File: src/rtl/shift_sequencer_if.sv
// Handshake and data bundle between a shift requester and shift_sequencer.
// The master issues start/op/shamt/d_in and the slave returns d_out/busy/done.
interface shift_sequencer_if #(
    parameter int WIDTH   = 8,
    parameter int SHAMT_W = 3
) ();
    logic               start;
    logic [2:0]         op;
    logic [SHAMT_W-1:0] shamt;
    logic [WIDTH-1:0]   d_in;
    logic [WIDTH-1:0]   d_out;
    logic               busy;
    logic               done;

    modport master (
        output start, op, shamt, d_in,
        input  d_out, busy, done
    );

    modport slave (
        input  start, op, shamt, d_in,
        output d_out, busy, done
    );
endinterface

File: src/rtl/shift_sequencer.sv
// Multi-cycle shift controller: splits a 0..7 shift into passes of at most
// STEP_MAX positions on a working register, with a start/done handshake.
module shift_sequencer #(
    parameter int WIDTH    = 8,
    parameter int SHAMT_W  = 3,
    parameter int STEP_MAX = 3
) (
    input  logic              clk,
    input  logic              reset_n,
    shift_sequencer_if.slave  bus
);

    localparam logic [1:0] IDLE  = 2'd0;
    localparam logic [1:0] SHIFT = 2'd1;
    localparam logic [1:0] DONE  = 2'd2;

    localparam logic [2:0] OP_LSL = 3'b000;
    localparam logic [2:0] OP_LSR = 3'b001;
    localparam logic [2:0] OP_ASR = 3'b010;
    localparam logic [2:0] OP_ROR = 3'b011;
    localparam logic [2:0] OP_ROL = 3'b100;

    localparam logic [SHAMT_W-1:0] STEP_LIM = SHAMT_W'(STEP_MAX);

    logic [1:0]         state_q,  state_d;
    logic [WIDTH-1:0]   work_q,   work_d;
    logic [SHAMT_W-1:0] remain_q, remain_d;
    logic [2:0]         op_q,     op_d;
    logic [WIDTH-1:0]   d_out_q,  d_out_d;
    logic               busy_q,   busy_d;
    logic               done_q,   done_d;

    logic [SHAMT_W-1:0] step;
    logic [SHAMT_W-1:0] remain_next;

    function automatic logic [WIDTH-1:0] pass_fn(
        input logic [2:0]         f_op,
        input logic [WIDTH-1:0]   w,
        input logic [SHAMT_W-1:0] s
    );
        logic [2*WIDTH-1:0] ext;
        logic [WIDTH-1:0]   res;
        res = w;
        ext = '0;
        case (f_op)
            OP_LSL: res = w << s;
            OP_LSR: res = w >> s;
            OP_ASR: begin
                ext = {{WIDTH{w[WIDTH-1]}}, w} >> s;
                res = ext[WIDTH-1:0];
            end
            OP_ROR: begin
                ext = {w, w} >> s;
                res = ext[WIDTH-1:0];
            end
            OP_ROL: begin
                ext = {w, w} << s;
                res = ext[2*WIDTH-1:WIDTH];
            end
            default: res = w;
        endcase
        return res;
    endfunction

    always_comb begin
        step        = (remain_q > STEP_LIM) ? STEP_LIM : remain_q;
        remain_next = remain_q - step;

        state_d  = state_q;
        work_d   = work_q;
        remain_d = remain_q;
        op_d     = op_q;
        d_out_d  = d_out_q;
        done_d   = 1'b0;

        case (state_q)
            IDLE: begin
                if (bus.start) begin
                    work_d   = bus.d_in;
                    op_d     = bus.op;
                    remain_d = bus.shamt;
                    // Zero shift and reserved ops skip SHIFT and pass the operand through.
                    state_d  = (bus.shamt != '0 && bus.op <= OP_ROL) ? SHIFT : DONE;
                end
            end
            SHIFT: begin
                work_d   = pass_fn(op_q, work_q, step);
                remain_d = remain_next;
                if (remain_next == '0) state_d = DONE;
            end
            DONE: begin
                // Result register and done pulse update together on the way back to IDLE.
                d_out_d = work_q;
                done_d  = 1'b1;
                state_d = IDLE;
            end
            default: state_d = IDLE;
        endcase

        busy_d = (state_d != IDLE);
    end

    always_ff @(posedge clk) begin
        if (!reset_n) begin
            state_q  <= IDLE;
            work_q   <= '0;
            remain_q <= '0;
            op_q     <= '0;
            d_out_q  <= '0;
            busy_q   <= 1'b0;
            done_q   <= 1'b0;
        end else begin
            state_q  <= state_d;
            work_q   <= work_d;
            remain_q <= remain_d;
            op_q     <= op_d;
            d_out_q  <= d_out_d;
            busy_q   <= busy_d;
            done_q   <= done_d;
        end
    end

    assign bus.d_out = d_out_q;
    assign bus.busy  = busy_q;
    assign bus.done  = done_q;

endmodule
File: src/flat_wrapper.sv
// flat-port wrapper written by rule: the top's interface ports become plain ports
module shift_sequencer_flat 
#(
    parameter int WIDTH    = 8,
    parameter int SHAMT_W  = 3,
    parameter int STEP_MAX = 3
)
  (clk, reset_n, bus_start, bus_op, bus_shamt, bus_d_in, bus_d_out, bus_busy, bus_done);
  shift_sequencer_if #(.WIDTH(WIDTH), .SHAMT_W(SHAMT_W)) bus_i ();
  input  logic clk;
  input  logic reset_n;
  input wire logic [$bits(bus_i.start)-1:0] bus_start;
  input wire logic [$bits(bus_i.op)-1:0] bus_op;
  input wire logic [$bits(bus_i.shamt)-1:0] bus_shamt;
  input wire logic [$bits(bus_i.d_in)-1:0] bus_d_in;
  output wire logic [$bits(bus_i.d_out)-1:0] bus_d_out;
  output wire logic [$bits(bus_i.busy)-1:0] bus_busy;
  output wire logic [$bits(bus_i.done)-1:0] bus_done;
  assign bus_i.start = bus_start;
  assign bus_i.op = bus_op;
  assign bus_i.shamt = bus_shamt;
  assign bus_i.d_in = bus_d_in;
  assign bus_d_out = bus_i.d_out;
  assign bus_busy = bus_i.busy;
  assign bus_done = bus_i.done;
  shift_sequencer #(.WIDTH(WIDTH), .SHAMT_W(SHAMT_W), .STEP_MAX(STEP_MAX)) u_core (.clk(clk), .reset_n(reset_n), .bus(bus_i));
endmodule
File: config.mk
export PLATFORM = sky130hd
export DESIGN_NAME = shift_sequencer_flat
export DESIGN_NICKNAME = d
export VERILOG_FILES = /design/src/rtl/shift_sequencer_if.sv /design/src/rtl/shift_sequencer.sv /design/src/flat_wrapper.sv
export SDC_FILE = /design/constraint.sdc
export NUM_CORES = 1
export LEC_CHECK = 0
export CORE_MARGIN = 2
export CORE_UTILIZATION = 54
export DETAILED_ROUTE_END_ITERATION = 16
export PLACE_DENSITY = 0.87
export SLEW_MARGIN = 20
export SYNTH_ARGS = -nofsm -noshare
export SYNTH_HDL_FRONTEND = slang
export SYNTH_SLANG_ARGS = --single-unit
export TNS_END_PERCENT = 50
File: constraint.sdc
create_clock -name clk -period 2.2 [get_ports clk]
set_input_delay 0.44 -clock clk [delete_from_list [all_inputs] [get_ports clk]]
set_output_delay 0.44 -clock clk [all_outputs]
set_load 0.005 [all_outputs]
==> results.sh <==
export IMPL_irDropWorstVdd_mv=0.386
export IMPL_status="finished, final reports clean"
export IMPL_power_density_nw_per_um2=656
export IMPL_grt_pass1_vias=1824
export IMPL_die_w_um=62.3
export IMPL_regArea_sq_um=520
export IMPL_r2r_start="u_core.remain_q[0]"
export IMPL_p_total_mw=1.40
export IMPL_multiInputGateArea_sq_um=1170
export IMPL_cts_tree="done"
export IMPL_antenna_found_initial=0
export IMPL_grt_pass1_wl_mm=8.45
export IMPL_post_drt_wl_per_cell_um=16.5
export IMPL_antennaDiodeCount=0
export IMPL_drt_wl_total_mm=5.00
export IMPL_synth_edf_count=0
export IMPL_worstPathArrival_ps=2140
export IMPL_clockRootBuffer="clkbuf_4"
export IMPL_die_area_sq_um=3880
export IMPL_rsz0062_at_grt="false"
export IMPL_worstSetupStartpointType="register"
export IMPL_synth_cell_type_count=51
export IMPL_setup_viol=0
export IMPL_routed_via_density=6.41
export IMPL_end_kind="register"
export IMPL_yosysTopAreaCellShare_pct=28.4
export IMPL_async_flop_share_pct=0
export IMPL_grtUsageTotal_pct=26.8
export IMPL_areaGrowthSynthToFinish_pct=16.6
export IMPL_vias=1937
export IMPL_cts_resized=0
export IMPL_synth_nets=260
export IMPL_synth_main_ff_cell="dfxtp_1"
export IMPL_initial_core_util_pct=55.4
export IMPL_numClockSinks=26
export IMPL_tightest_slew_ps=716
export IMPL_yosys_register_bits=26
export IMPL_fill_cells=317
export IMPL_yosysSeqAreaShare_pct=28.4
export IMPL_final_layout_size_suffix_gt1_share_pct=10.2
export IMPL_min_path_type="register to register"
export IMPL_min_period_ps=1910
export IMPL_fin_skew_ps=8.92
export IMPL_gp_congestion=0.948
export IMPL_path_cells="buf_4 -> mux2_1 -> a221oi_1 -> o21ai_1 -> a21oi_1 -> o22ai_1"
export IMPL_dr_pass1_iters=5
export IMPL_io_pins=27
export IMPL_die_y_um=62.3
export IMPL_synthesis_area_sq_um=1830
export IMPL_path_class="register to register"
export IMPL_required_ps=2430
export IMPL_worstPathMaxFanout=8
export IMPL_synth_area_top_cells="dfxtp_1 (28%), nand2_1 (9.2%), a21oi_1 (5.5%), a221oi_1 (4.3%), o21ai_0 (3.3%)"
export IMPL_rows=21
export IMPL_coreArea_sq_um=3310
export IMPL_cp_startpoint="u_core.remain_q[0]"
export IMPL_h_tree_depth=1
export IMPL_cap_violations=0
export IMPL_dp_hpwl_mm=3.42
export IMPL_cts_inserted_buffers=3
export IMPL_cp_slowest_stage_delay_ps=560
export IMPL_grt_overflow=0
export IMPL_maxSlewViolCount=0
export IMPL_min_from="u_core.bus.d_out[0]"
export IMPL_hold_buffers=0
export IMPL_drt_iter0_markers=199
export IMPL_clk_latency_ps=330
export IMPL_tns_ps=0
export IMPL_postCtsSetupBuffers=0
export IMPL_ys_warnings_count=0
export IMPL_fmax_mhz=524
export IMPL_antenna_left=0
export IMPL_nets=275
export IMPL_cp_buffers_inverters=1
export IMPL_io_buffers=26
export IMPL_crit_family="compound AO/OA/AOI/OAI gates"
export IMPL_synthCells=242
export IMPL_grt_max_degree=16
export IMPL_clk_pin_slew_ps=150
export IMPL_leakagePower_nw=0.747
export IMPL_crit_path_top_delay_cell="dfxtp_1"
export IMPL_period_share_pct=86.8
export IMPL_relSlewSlack_pct=52.1
export IMPL_synth_top_area_cell="dfxtp_1"
export IMPL_final_hold_viol_count=0
export IMPL_avgSynthCellArea_sq_um=7.57
export IMPL_clockBufferDepth=2
export IMPL_drc_errors=0
## cell usage after synthesis (2+ instances only)
library cell / number
nor2_4: 2
nor2_1: 11
a21oi_1: 20
mux2i_1: 5
or2_1: 3
nor3b_1: 3
o21ai_1: 6
o211ai_1: 4
or3_1: 3
mux2_1: 3
nand2_1: 45
nor2b_1: 4
buf_2: 11
o21ai_0: 12
nor3_1: 2
a31oi_1: 8
a21o_1: 2
dfxtp_1: 26
nand3_1: 6
a32oi_1: 3
buf_6: 3
a221oi_1: 9
clkbuf_1: 10
nand4_1: 2
o22ai_1: 4
nand2b_1: 8
mux2_2: 3
## per-layer routing
layer  vias up  track usage, %  routed length (um)
li1        911               -                   -
met1       883            34.0                1990
met2       116            45.5                2370
met3        27            3.99                 468
met4         0            11.1                 175
met5         -               0                   0
## state kept, by name, summed over array words and instances (netlist names)
register,flops
u_core.bus.done,1
u_core.remain_q,3
u_core.bus.busy,1
u_core.op_q,3
u_core.work_q,8
u_core.bus.d_out,8
u_core.state_q,2
## logic make-up after synthesis
| group | share of synthesized area (%) |
|---|---|
| and+or+nand+nor | 24.4 |
| DFF | 28.4 |
| adders and majority gates | 0.682 |
| muxes | 6.42 |
| AOI/OAI and AO/OA | 32.6 |
| buffers and inverters | 7.51 |
## tightest hold or removal path: stages (launching register included)
cell	delay, ps
dfxtp_1	340
nand2_1	50
a21oi_1	50
## per-stage QoR
| stage | area [sq um] | util (%) | setup WS, ps | instances | hold WS (ps) |
|---|---|---|---|---|---|
| floorplan | 1830 | - | 655 | 242 | 453 |
| global placement | 2080 | 63.0 | 267 | 298 | 444 |
| detailed placement | 2080 | 63.0 | 210 | 298 | 450 |
| CTS | 2140 | 64.6 | 303 | 302 | 469 |
| global route | 2140 | 64.6 | 165 | 302 | 491 |
| finish | 2140 | 64.6 | 290 | 302 | 465 |
## area by class of cell
type | count | area share (%)
clock buffer | 3 | 1.05
clock inverter | 1 | 1.41
inverter | 3 | 0.527
multi-input combinational | 189 | 55.0
sequential | 26 | 24.4
tap | 46 | 2.69
timing repair buffer | 34 | 15.0
## path summary, 6_finish.rpt
| path | cells past startpoint | slack [ps] | endpoint |
|---|---|---|---|
| worst max-delay path | 6 | 290 | u_core.work_q[3] |
| worst min-delay path | 2 | 460 | u_core.bus.d_out[0] |
| worst max register to register | 6 | 290 | u_core.work_q[3] |
| worst min register to register | 2 | 460 | u_core.bus.d_out[0] |
## cell usage in the layout, fill, tap and decap left out, types with 2 or more instances in the layout
| master | netlist | final |
|---|---|---|
| buf_4 | 0 | 8 |
| o22ai_1 | 4 | 4 |
| clkdlybuf4s50_1 | 0 | 26 |
| nor3_1 | 2 | 2 |
| o21ai_1 | 6 | 6 |
| or2_1 | 3 | 3 |
| a21o_1 | 2 | 2 |
| o211ai_1 | 4 | 4 |
| a21oi_1 | 20 | 20 |
| dfxtp_1 | 26 | 26 |
| nand2_1 | 45 | 45 |
| nand3_1 | 6 | 6 |
| nor2_1 | 11 | 11 |
| nand4_1 | 2 | 2 |
| or3_1 | 3 | 3 |
| nor2b_1 | 4 | 4 |
| nand2b_1 | 8 | 8 |
| mux2i_1 | 5 | 5 |
| a221oi_1 | 9 | 9 |
| a31oi_1 | 8 | 8 |
| nor3b_1 | 3 | 3 |
| mux2_1 | 3 | 3 |
| a32oi_1 | 3 | 3 |
| nor2_4 | 2 | 2 |
| clkbuf_4 | 0 | 3 |
| mux2_2 | 3 | 3 |
| o21ai_0 | 12 | 12 |
## where the power goes
group,leakage [nW],total [mW],switching (mW),internal [mW]
Combinational,0.505,0.470,0.254,0.216
Clock,0.0279,0.333,0.149,0.184
Sequential,0.213,0.599,0.0907,0.508
Note: power is estimated with default switching activity, not from simulation.
